## config.mk

```make
export PLATFORM = sky130hd
export DESIGN_NAME = apb_master
export DESIGN_NICKNAME = d
export VERILOG_FILES = /design/src/rtl/apb_pkg.sv /design/src/rtl/apb_wait_timer.sv /design/src/rtl/apb_master.sv
export SDC_FILE = /design/constraint.sdc
export NUM_CORES = 1
export LEC_CHECK = 0
export CAP_MARGIN = 20
export CORE_MARGIN = 2
export CORE_UTILIZATION = 41
export DETAILED_ROUTE_END_ITERATION = 8
export PLACE_DENSITY_LB_ADDON = 0.2
export SYNTH_ARGS = -nofsm -noshare
export SYNTH_HDL_FRONTEND = slang
export SYNTH_SLANG_ARGS = --single-unit
```

## constraint.sdc

```tcl
create_clock -name pclk -period 1.6 [get_ports pclk]
set_input_delay 0.48 -clock pclk [delete_from_list [all_inputs] [get_ports pclk]]
set_output_delay 0.48 -clock pclk [all_outputs]
set_load 0.02 [all_outputs]
```

## src/rtl/apb_pkg.sv

```systemverilog
// -----------------------------------------------------------------------------
// apb_pkg
// Shared definitions for the APB initiator that programs the UART register
// slave.
//   - apb_state_t        : transfer FSM encoding (IDLE, SETUP, ACCESS, RESP)
//   - APB_ADDR_W/DATA_W  : default bus widths (4 registers of 8 bits)
//   - REG_BAUD/REG_TXDATA: UART register addresses used by the controller
// -----------------------------------------------------------------------------
package apb_pkg;

    localparam int APB_ADDR_W = 2;
    localparam int APB_DATA_W = 8;

    // UART register map as seen from this initiator
    localparam logic [APB_ADDR_W-1:0] REG_BAUD   = 2'd0;
    localparam logic [APB_ADDR_W-1:0] REG_TXDATA = 2'd2;

    typedef enum logic [1:0] {
        ST_IDLE   = 2'd0,
        ST_SETUP  = 2'd1,
        ST_ACCESS = 2'd2,
        ST_RESP   = 2'd3
    } apb_state_t;

endpackage : apb_pkg

```

## src/rtl/apb_wait_timer.sv

```systemverilog
// -----------------------------------------------------------------------------
// apb_wait_timer
// Counts ACCESS cycles in which the slave holds pready low and flags when the
// wait limit is reached. Only instantiated when APB_TIMEOUT_EN is defined.
//
// Ports
//   pclk     in  APB clock (rising edge)
//   presetn  in  asynchronous active-low reset, clears the count
//   clear    in  restart the count (asserted in the cycle before ACCESS)
//   incr     in  one more wait cycle observed
//   expired  out count has reached TIMEOUT_CYC-1
// -----------------------------------------------------------------------------
module apb_wait_timer #(
    parameter int TIMEOUT_CYC = 16
) (
    input  logic pclk,
    input  logic presetn,
    input  logic clear,
    input  logic incr,
    output logic expired
);

    localparam int                 CNT_W = $clog2(TIMEOUT_CYC + 1);
    localparam logic [CNT_W-1:0]   LIMIT = CNT_W'(TIMEOUT_CYC - 1);

    logic [CNT_W-1:0] cnt;

    // Saturates at LIMIT; the FSM leaves ACCESS as soon as the limit is seen,
    // so the hold only matters if pready and the limit coincide.
    always_ff @(posedge pclk or negedge presetn) begin
        if (!presetn) begin
            cnt <= '0;
        end else if (clear) begin
            cnt <= '0;
        end else if (incr && (cnt != LIMIT)) begin
            cnt <= cnt + 1'b1;
        end
    end

    assign expired = (cnt == LIMIT);

endmodule : apb_wait_timer

```

## src/rtl/apb_master.sv

```systemverilog
// -----------------------------------------------------------------------------
// apb_master
// APB initiator: converts a valid/ready command interface into APB SETUP and
// ACCESS phases toward the UART register slave, one transfer at a time, and
// returns a single-cycle response pulse. All outputs are registered.
//
// Optional feature: define APB_TIMEOUT_EN to abort transfers whose ACCESS
// phase lasts TIMEOUT_CYC cycles without pready (rsp_err = 1, rsp_rdata = 0).
// Without it the initiator waits for pready indefinitely and rsp_err stays 0.
//
// Ports
//   pclk, presetn        clock (rising edge) / asynchronous active-low reset
//   cmd_valid/cmd_ready  command handshake; accepted when both are high
//   cmd_write            1 = write, 0 = read
//   cmd_addr, cmd_wdata  register address and write data
//   rsp_valid            one-cycle response pulse
//   rsp_rdata            read data (unchanged by writes)
//   rsp_err              transfer aborted by timeout
//   psel, penable, pwrite, paddr, pwdata   APB request outputs
//   prdata, pready       APB slave response inputs
// -----------------------------------------------------------------------------
module apb_master
    import apb_pkg::*;
#(
    parameter int ADDR_W      = APB_ADDR_W,
    parameter int DATA_W      = APB_DATA_W,
    parameter int TIMEOUT_CYC = 16
) (
    input  logic              pclk,
    input  logic              presetn,
    // command side
    input  logic              cmd_valid,
    output logic              cmd_ready,
    input  logic              cmd_write,
    input  logic [ADDR_W-1:0] cmd_addr,
    input  logic [DATA_W-1:0] cmd_wdata,
    // response side
    output logic              rsp_valid,
    output logic [DATA_W-1:0] rsp_rdata,
    output logic              rsp_err,
    // APB side
    output logic              psel,
    output logic              penable,
    output logic              pwrite,
    output logic [ADDR_W-1:0] paddr,
    output logic [DATA_W-1:0] pwdata,
    input  logic [DATA_W-1:0] prdata,
    input  logic              pready
);

    if (TIMEOUT_CYC < 1) begin : g_bad_timeout
        $error("apb_master: TIMEOUT_CYC must be at least 1");
    end

    apb_state_t        state, state_n;
    logic              cmd_ready_n;
    logic              psel_n, penable_n, pwrite_n;
    logic [ADDR_W-1:0] paddr_n;
    logic [DATA_W-1:0] pwdata_n;
    logic              rsp_valid_n, rsp_err_n;
    logic [DATA_W-1:0] rsp_rdata_n;
    logic              wait_expired;

`ifdef APB_TIMEOUT_EN
    logic timer_clear;
    logic timer_incr;

    // Clearing while in SETUP means the count is zero on the first ACCESS cycle.
    assign timer_clear = (state == ST_SETUP);
    assign timer_incr  = (state == ST_ACCESS) && !pready;

    apb_wait_timer #(
        .TIMEOUT_CYC (TIMEOUT_CYC)
    ) u_wait_timer (
        .pclk    (pclk),
        .presetn (presetn),
        .clear   (timer_clear),
        .incr    (timer_incr),
        .expired (wait_expired)
    );
`else
    // No limit: the abort branch below becomes unreachable and rsp_err
    // reduces to a constant 0.
    assign wait_expired = 1'b0;
`endif

    // State and every output are plain registers; reset drops psel/penable
    // immediately, which also discards any transfer in flight.
    always_ff @(posedge pclk or negedge presetn) begin
        if (!presetn) begin
            state     <= ST_IDLE;
            cmd_ready <= 1'b1;
            psel      <= 1'b0;
            penable   <= 1'b0;
            pwrite    <= 1'b0;
            paddr     <= '0;
            pwdata    <= '0;
            rsp_valid <= 1'b0;
            rsp_err   <= 1'b0;
            rsp_rdata <= '0;
        end else begin
            state     <= state_n;
            cmd_ready <= cmd_ready_n;
            psel      <= psel_n;
            penable   <= penable_n;
            pwrite    <= pwrite_n;
            paddr     <= paddr_n;
            pwdata    <= pwdata_n;
            rsp_valid <= rsp_valid_n;
            rsp_err   <= rsp_err_n;
            rsp_rdata <= rsp_rdata_n;
        end
    end

    // Next state and next register values. Address/data registers hold by
    // default so paddr/pwdata keep their last values between transfers.
    always_comb begin
        state_n     = state;
        cmd_ready_n = cmd_ready;
        psel_n      = psel;
        penable_n   = penable;
        pwrite_n    = pwrite;
        paddr_n     = paddr;
        pwdata_n    = pwdata;
        rsp_valid_n = 1'b0;
        rsp_err_n   = 1'b0;
        rsp_rdata_n = rsp_rdata;

        case (state)
            ST_IDLE: begin
                cmd_ready_n = 1'b1;
                psel_n      = 1'b0;
                penable_n   = 1'b0;
                if (cmd_valid) begin
                    // pwdata is captured for reads as well; the slave ignores it.
                    pwrite_n    = cmd_write;
                    paddr_n     = cmd_addr;
                    pwdata_n    = cmd_wdata;
                    cmd_ready_n = 1'b0;
                    psel_n      = 1'b1;
                    state_n     = ST_SETUP;
                end
            end

            ST_SETUP: begin
                psel_n    = 1'b1;
                penable_n = 1'b1;
                state_n   = ST_ACCESS;
            end

            ST_ACCESS: begin
                // pready completing on the limit cycle takes priority over abort.
                if (pready) begin
                    if (!pwrite) begin
                        rsp_rdata_n = prdata;
                    end
                    psel_n      = 1'b0;
                    penable_n   = 1'b0;
                    rsp_valid_n = 1'b1;
                    rsp_err_n   = 1'b0;
                    state_n     = ST_RESP;
                end else if (wait_expired) begin
                    psel_n      = 1'b0;
                    penable_n   = 1'b0;
                    rsp_valid_n = 1'b1;
                    rsp_err_n   = 1'b1;
                    rsp_rdata_n = '0;
                    state_n     = ST_RESP;
                end
            end

            ST_RESP: begin
                cmd_ready_n = 1'b1;
                state_n     = ST_IDLE;
            end

            default: begin
                cmd_ready_n = 1'b1;
                psel_n      = 1'b0;
                penable_n   = 1'b0;
                state_n     = ST_IDLE;
            end
        endcase
    end

endmodule : apb_master

```

==> flow_metrics.env, run 1 <==
export IMPL_cp_slowest_cell="dfrtp_1"
export IMPL_synth_distinct_cells=18
export IMPL_syn2layout_area_growth_pct=46.29
export IMPL_via_per_inst=4.697
export IMPL_final_nets=155
export IMPL_grt_pass1_vias=768
export IMPL_critPathMaxStageDelay_ns=0.40
export IMPL_max_freq_mhz=657.4
export IMPL_preCtsSetupSlack_ns=-0.1941
export IMPL_worst_slack_ns=0.07893
export IMPL_start_util=0.4415
export IMPL_finClkSkew_ns=0.007141
export IMPL_yosys_cell_count_top_type="dfrtp_1"
export IMPL_finalSetupViolCount=0
export IMPL_clock_sinks=25
export IMPL_dpl_hpwl_mm=1.630
export IMPL_drv_cap=0
export IMPL_tns_ns=0
export IMPL_post_route_period_util=0.9507
export IMPL_die_area_um2=3149
export IMPL_antenna_found_initial=0
export IMPL_worstPathCellList="dlygate4sd2_1"
export IMPL_synth_net_count=102
export IMPL_first_pass_iters=3
export IMPL_wl_per_cell_um=13.40
export IMPL_synth_flop_cell="dfrtp_1"
export IMPL_track_usage=0.1436
export IMPL_rsz0062_at_grt="false"
export IMPL_cts_hold_buffers_added=0
export IMPL_cts_inserted_buffers=3
export IMPL_path_class="flip-flop to output port"
export IMPL_die_x_um=56.12
export IMPL_drc=0
export IMPL_whs_ns=0.4759
export IMPL_cp_start_kind="flip-flop"
export IMPL_clkLatencyLatePin_ns=0.31
export IMPL_outcome="completed"
export IMPL_synthArstFlopShare=1.000
export IMPL_synth_top_area_cell="dfrtp_1"
export IMPL_power_density_nw_per_um2=1910
export IMPL_hold_viol=0
export IMPL_place_congestion=0.8129
export IMPL_dpl_cell_count=151
export IMPL_ir_drop_v=0.001166
export IMPL_fin_crit_ns=1.521
export IMPL_drive_above_1_share=0.2960
export IMPL_drtAntennaViolNets=0
export IMPL_hold_path_class="primary input to asynchronous set/reset pin"
export IMPL_path_max_fanout=2
export IMPL_io_buffer_count=45
export IMPL_grt_pass1_wl_mm=3.491
export IMPL_end_kind="output port"
export IMPL_ios=47
export IMPL_crit_buf_inv=1
export IMPL_leakagePower_nw=0.8275
export IMPL_core_area_um2=2522
export IMPL_synth_edf_count=0
export IMPL_rows=18
export IMPL_cp_arrival_ns=1.04
export IMPL_grt_ovfl_total=0
export IMPL_antenna_cells=0
export IMPL_cts_buffer_depth=2
export IMPL_synthCells=73
export IMPL_die_h_um=56.12
export IMPL_netlist_area_um2=1114
export IMPL_yosys_top_cells_count="24 x dfrtp_1, 12 x mux2_2, 10 x mux2_4, 6 x ha_1, 4 x inv_1"
export IMPL_vias=728
export IMPL_syn_area_per_cell_um2=15.25
export IMPL_postLayoutCoreUtil=0.6458
export IMPL_htree_levels=1
export IMPL_fin_cells=155
export IMPL_yosysWarnings=0
export IMPL_ys_seq_area_frac=0.5629
export IMPL_synth_top_area_share=0.5393
export IMPL_path_delay_family="flip-flops"
export IMPL_finalMaxSlewViolations=0
export IMPL_grt_max_degree=15
export IMPL_cts_tree="done"
export IMPL_cp_required_ns=1.12
export IMPL_synthTopCellsByArea="dfrtp_1 54%, mux2_4 13%, mux2_2 12%"
export IMPL_drt_total_wl_mm=2.077
export IMPL_ys_ff_latch=25
export IMPL_clockRootBuffer="clkbuf_4"
export IMPL_drt_iter0_drc=13
export IMPL_path_clk_slew_ns=0.14
==> sequential cells by signal (all words and copies together) (netlist names) <==
| signal | flops |
|---|---|
| cmd_ready | 1 |
| state | 2 |
| psel | 1 |
| pwrite | 1 |
| pwdata | 8 |
| paddr | 2 |
| penable | 1 |
| rsp_rdata | 8 |
| rsp_valid | 1 |
==> worst register-to-register path, stage by stage, from the launching register on <==
cell     delay (ns)
dfrtp_1        0.39
inv_1          0.11
ha_1           0.22
nor2b_2        0.16
nor2_1         0.16
mux2_2         0.37
==> stage by stage <==
stage / instance area (um2) / power [mW]
5_1_grt: 1629 / 3.330
4_1_cts: 1628 / 3.146
3_5_place_dp: 1633 / 3.084
2_1_floorplan: 1114 / 2.236
3_3_place_gp: 1633 / 3.025
6_report: 1629 / 3.112
==> metal layers <==
metal,track usage,share of wire,vias to the layer above
li1,-,-,344
met1,0.1682,0.41,344
met2,0.2370,0.48,34
met3,0.04884,0.086,6
met4,0.06463,0.025,0
met5,0,0,-
==> logic make-up (layout without fill, tap and decap cells) <==
family          count (synthesis)  after routing  share of synthesized area
compound gates                  2              2                    0.01236
fa+ha+maj                       6              6                    0.06741
buf+inv                         6             58                    0.03033
flops                          25             25                     0.5629
mux                            23             23                     0.2652
other cells                     1              1                   0.003368
simple gates                   10             10                    0.05843
==> worst paths after layout <==
kind | startpoint | to | slack [ns] | cells after the start
worst max-delay path | pwdata[4] | pwdata[4] | 0.08 | 1
worst min-delay path | presetn | pwdata[6] | 0.48 | 2
worst max register to register | state[0] | psel | 0.09 | 5
worst min register to register | cmd_ready | cmd_ready | 0.48 | 2
max in group asynchronous | presetn | cmd_ready | 0.88 | 2
min in group pclk | cmd_ready | cmd_ready | 0.48 | 2
==> final cells by class <==
| type | instances | area (um2) |
|---|---|---|
| flip-flops and latches | 25 | 626.9 |
| multi-input cells | 42 | 452.9 |
| repair buffers | 50 | 469.2 |
| fillers | 217 | 893.4 |
| inverters | 4 | 15.01 |
| well taps | 30 | 37.54 |
| clock buffers | 3 | 22.52 |
| clock inverters | 1 | 5.005 |
==> power by group <==
group,internal [mW],switching (mW),total [mW]
combinational,0.888,0.831,1.72
clock,0.0932,0.183,0.276
sequential,0.955,0.162,1.12
==> repair_timing <==
| action | in CTS | in global routing |
|---|---|---|
| gates resized for setup | 26 | 1 |
| buffers inserted | 0 | 0 |
| setup endpoints to repair | 23 | 1 |
==> cells in the final DEF (no fill, tap or decap), drive strengths merged <==
cell type       n
mux2           22
and2            1
clkinv          1
buf             6
clkdlybuf4s15   1
mux2i           1
nand2b          1
nand3b          1
clkbuf          3
dlygate4sd2    21
nor2b           1
inv             4
ha              6
a21oi           2
nor2            3
dfrtp          24
conb            1
clkdlybuf4s50  22
nand2           3
dfstp           1
(Power assumes the default switching activity.)
==> run 2, diff against run 1 <==
ABC_AREA = 1   (was default)
ABC_CLOCK_PERIOD_IN_PS = 1600   (was default)
CORE_UTILIZATION = 42   (was 41)
==> run 2 against run 1 <==
Effect of this change: clock power increased by 3%; total power is 6.2% lower; register-to-register slack improved by 0.18 ns; worst setup slack got worse by 0.017 ns; design area rose by 0.85%; fmax shrank 1.1%; count of clock-buffer cells in the layout is the same; largest cell class unchanged; largest power group unchanged; highest routed layer unchanged.
==> flow_metrics.env, run 2 <==
export IMPL_drt_total_wl_mm=2.418
export IMPL_final_common_cell="nand2_1"
export IMPL_cts_inserted_buffers=3
export IMPL_grt_pass1_vias=952
export IMPL_r2r_slack_ns=0.27
export IMPL_hold_path_class="flip-flop to flip-flop"
export IMPL_cts_setup_buffers=0
export IMPL_wl_per_cell_um=11.63
export IMPL_multi_input_area_um2=431.7
export IMPL_htree_levels=1
export IMPL_reg_top3="pwdata x8, rsp_rdata x8"
export IMPL_fin_crit_ns=1.538
export IMPL_hold_viol=0
export IMPL_drc=0
export IMPL_path_clk_slew_ns=0.14
export IMPL_cts_buffer_depth=2
export IMPL_drive_above_1_share=0.1073
export IMPL_power_density_nw_per_um2=1777
export IMPL_grt_pass1_wl_mm=4.043
export IMPL_crit_buf_inv=1
export IMPL_netlist_area_um2=1160
export IMPL_ir_drop_v=0.001081
export IMPL_synthCells=129
export IMPL_end_kind="output port"
export IMPL_synth_top_area_cell="dfrtp_1"
export IMPL_finalMaxSlewViolations=0
export IMPL_first_pass_iters=4
export IMPL_cts_tree="done"
export IMPL_seqCellArea_um2=626.9
export IMPL_io_buffer_count=45
export IMPL_max_freq_mhz=650.2
export IMPL_synth_distinct_cells=15
export IMPL_whs_ns=0.4814
export IMPL_final_nets=207
export IMPL_die_area_um2=3198
export IMPL_die_x_um=56.55
export IMPL_yosysWarnings=0
export IMPL_antenna_cells=0
export IMPL_whs_path_depth=2
export IMPL_yosys_top_cells_count="47 x nand2_1, 24 x dfrtp_1, 18 x inv_1, 13 x nand3_1, 8 x o21ai_2"
export IMPL_core_area_um2=2686
export IMPL_cp_slowest_cell="dfrtp_1"
export IMPL_syn2layout_area_growth_pct=41.64
export IMPL_path_max_fanout=2
export IMPL_dpl_hpwl_mm=1.819
export IMPL_rsz0062_at_grt="false"
export IMPL_drv_cap=0
export IMPL_r2r_end="rsp_rdata[6]"
export IMPL_fill_cells=240
export IMPL_ys_ff_latch=25
export IMPL_ys_seq_area_frac=0.5405
export IMPL_clock_sinks=25
export IMPL_grt_max_degree=26
export IMPL_clkLatencyLatePin_ns=0.32
export IMPL_synthArstFlopShare=1.000
export IMPL_start_util=0.4318
export IMPL_post_route_period_util=0.9613
export IMPL_leakagePower_nw=0.9121
export IMPL_finClkSkew_ns=0.01050
export IMPL_place_congestion=0.8118
export IMPL_die_h_um=56.55
export IMPL_r2r_start="state[0]"
export IMPL_yosys_cell_count_top_type="nand2_1"
export IMPL_rows=19
export IMPL_layout_common_cells="47 x nand2_1, 24 x dfrtp_1, 22 x clkdlybuf4s50_1, 22 x dlygate4sd2_1, 18 x inv_1"
export IMPL_syn_area_per_cell_um2=8.991
export IMPL_synth_top_area_share=0.5178
export IMPL_tns_ns=0
export IMPL_path_delay_family="flip-flops"
export IMPL_track_usage=0.1609
export IMPL_antenna_found_initial=0
export IMPL_cp_start_kind="flip-flop"
export IMPL_drt_iter0_drc=40
export IMPL_synthTopCellsByArea="dfrtp_1 52%, nand2_1 15%, ha_1 6.5%"
export IMPL_via_per_inst=4.678
export IMPL_ios=47
export IMPL_synth_edf_count=0
export IMPL_finalSetupViolCount=0
export IMPL_min_delay_worst_endpoint="pwdata[3]"
export IMPL_cts_hold_buffers_added=0
export IMPL_hp_start="pwdata[3]"
export IMPL_synth_flop_cell="dfrtp_1"
export IMPL_critPathMaxStageDelay_ns=0.42
export IMPL_grt_ovfl_total=0
export IMPL_worstPathCellList="dlygate4sd2_1"
export IMPL_path_class="flip-flop to output port"
export IMPL_drtAntennaViolNets=0
export IMPL_cp_arrival_ns=1.06
export IMPL_reg2regPathDepth=5
export IMPL_cp_required_ns=1.12
export IMPL_synth_net_count=158
export IMPL_clockRootBuffer="clkbuf_4"
export IMPL_outcome="completed"
export IMPL_vias=973
[run 2: cell types whose count changed in the layout (fill, tap and decap cells not counted), sizes merged, moves of 8 or more]
cell	before	now
inv	4	18
mux2	22	0
nand2	3	47
nand3	0	14
o21ai	0	8
[run 2: layout make-up]
class / count / share of cell area
Timing Repair Buffer: 49 / 0.2727
Clock inverter: 1 / 0.004570
Tap cell: 31 / 0.02361
Clock buffer: 3 / 0.01371
Sequential cell: 25 / 0.3816
Inverter: 18 / 0.04113
Multi-Input combinational cell: 81 / 0.2628
[run 2: timing repair]
item                       CTS  global route
resized for setup           26             0
hold endpoints to repair     0             0
setup endpoints to repair   23             0
[run 2: worst max path at each step]
stage | start | end | depth (start not counted)
2_1_floorplan | state[0] | rsp_rdata[0] | 6
3_3_place_gp | cmd_ready | cmd_ready | 1
3_5_place_dp | pready | rsp_rdata[7] | 4
4_1_cts | rsp_rdata[7] | rsp_rdata[7] | 1
5_1_grt | pwrite | pwrite | 1
6_report | rsp_rdata[7] | rsp_rdata[7] | 1
[run 2: per-layer routing]
layer / vias up / global-route usage / part of all wire
met5: - / 0 / 0
met4: 0 / 0.02721 / 0.0070
met3: 2 / 0.05991 / 0.063
met2: 31 / 0.2890 / 0.51
met1: 450 / 0.1833 / 0.41
li1: 490 / - / -
[run 2: where the power goes]
| group | leakage [nW] | switching [mW] | internal [mW] |
|---|---|---|---|
| Clock | 0.0139 | 0.189 | 0.0954 |
| Combinational | 0.589 | 0.947 | 0.605 |
| Sequential | 0.309 | 0.155 | 0.929 |
| Total | 0.912 | 1.29 | 1.63 |
[run 2: cells by family (layout without fill, tap and decap cells)]
| group | count (synthesis) | in the layout | synth area share |
|---|---|---|---|
| AOI/OAI and AO/OA | 11 | 11 | 0.07444 |
| adders and majority gates | 6 | 6 | 0.06472 |
| DFF | 25 | 25 | 0.5405 |
| buffers and inverters | 23 | 71 | 0.08737 |
| and+or+nand+nor | 63 | 63 | 0.2298 |
| other | 1 | 1 | 0.003233 |
[run 2: through the flow]
step / util / setup slack [ns] / instances / cell area, um2 / power (mW)
finish: 0.6116 / 0.06195 / 208 / 1643 / 2.920
global route: 0.6116 / 0.008570 / 208 / 1643 / 3.160
CTS: 0.6116 / 0.04269 / 208 / 1643 / 2.952
detailed placement: 0.6125 / 0.01096 / 204 / 1645 / 2.855
global placement: 0.6125 / 0.02201 / 204 / 1645 / 2.794
floorplan: - / 0.3944 / 129 / 1160 / 2.095
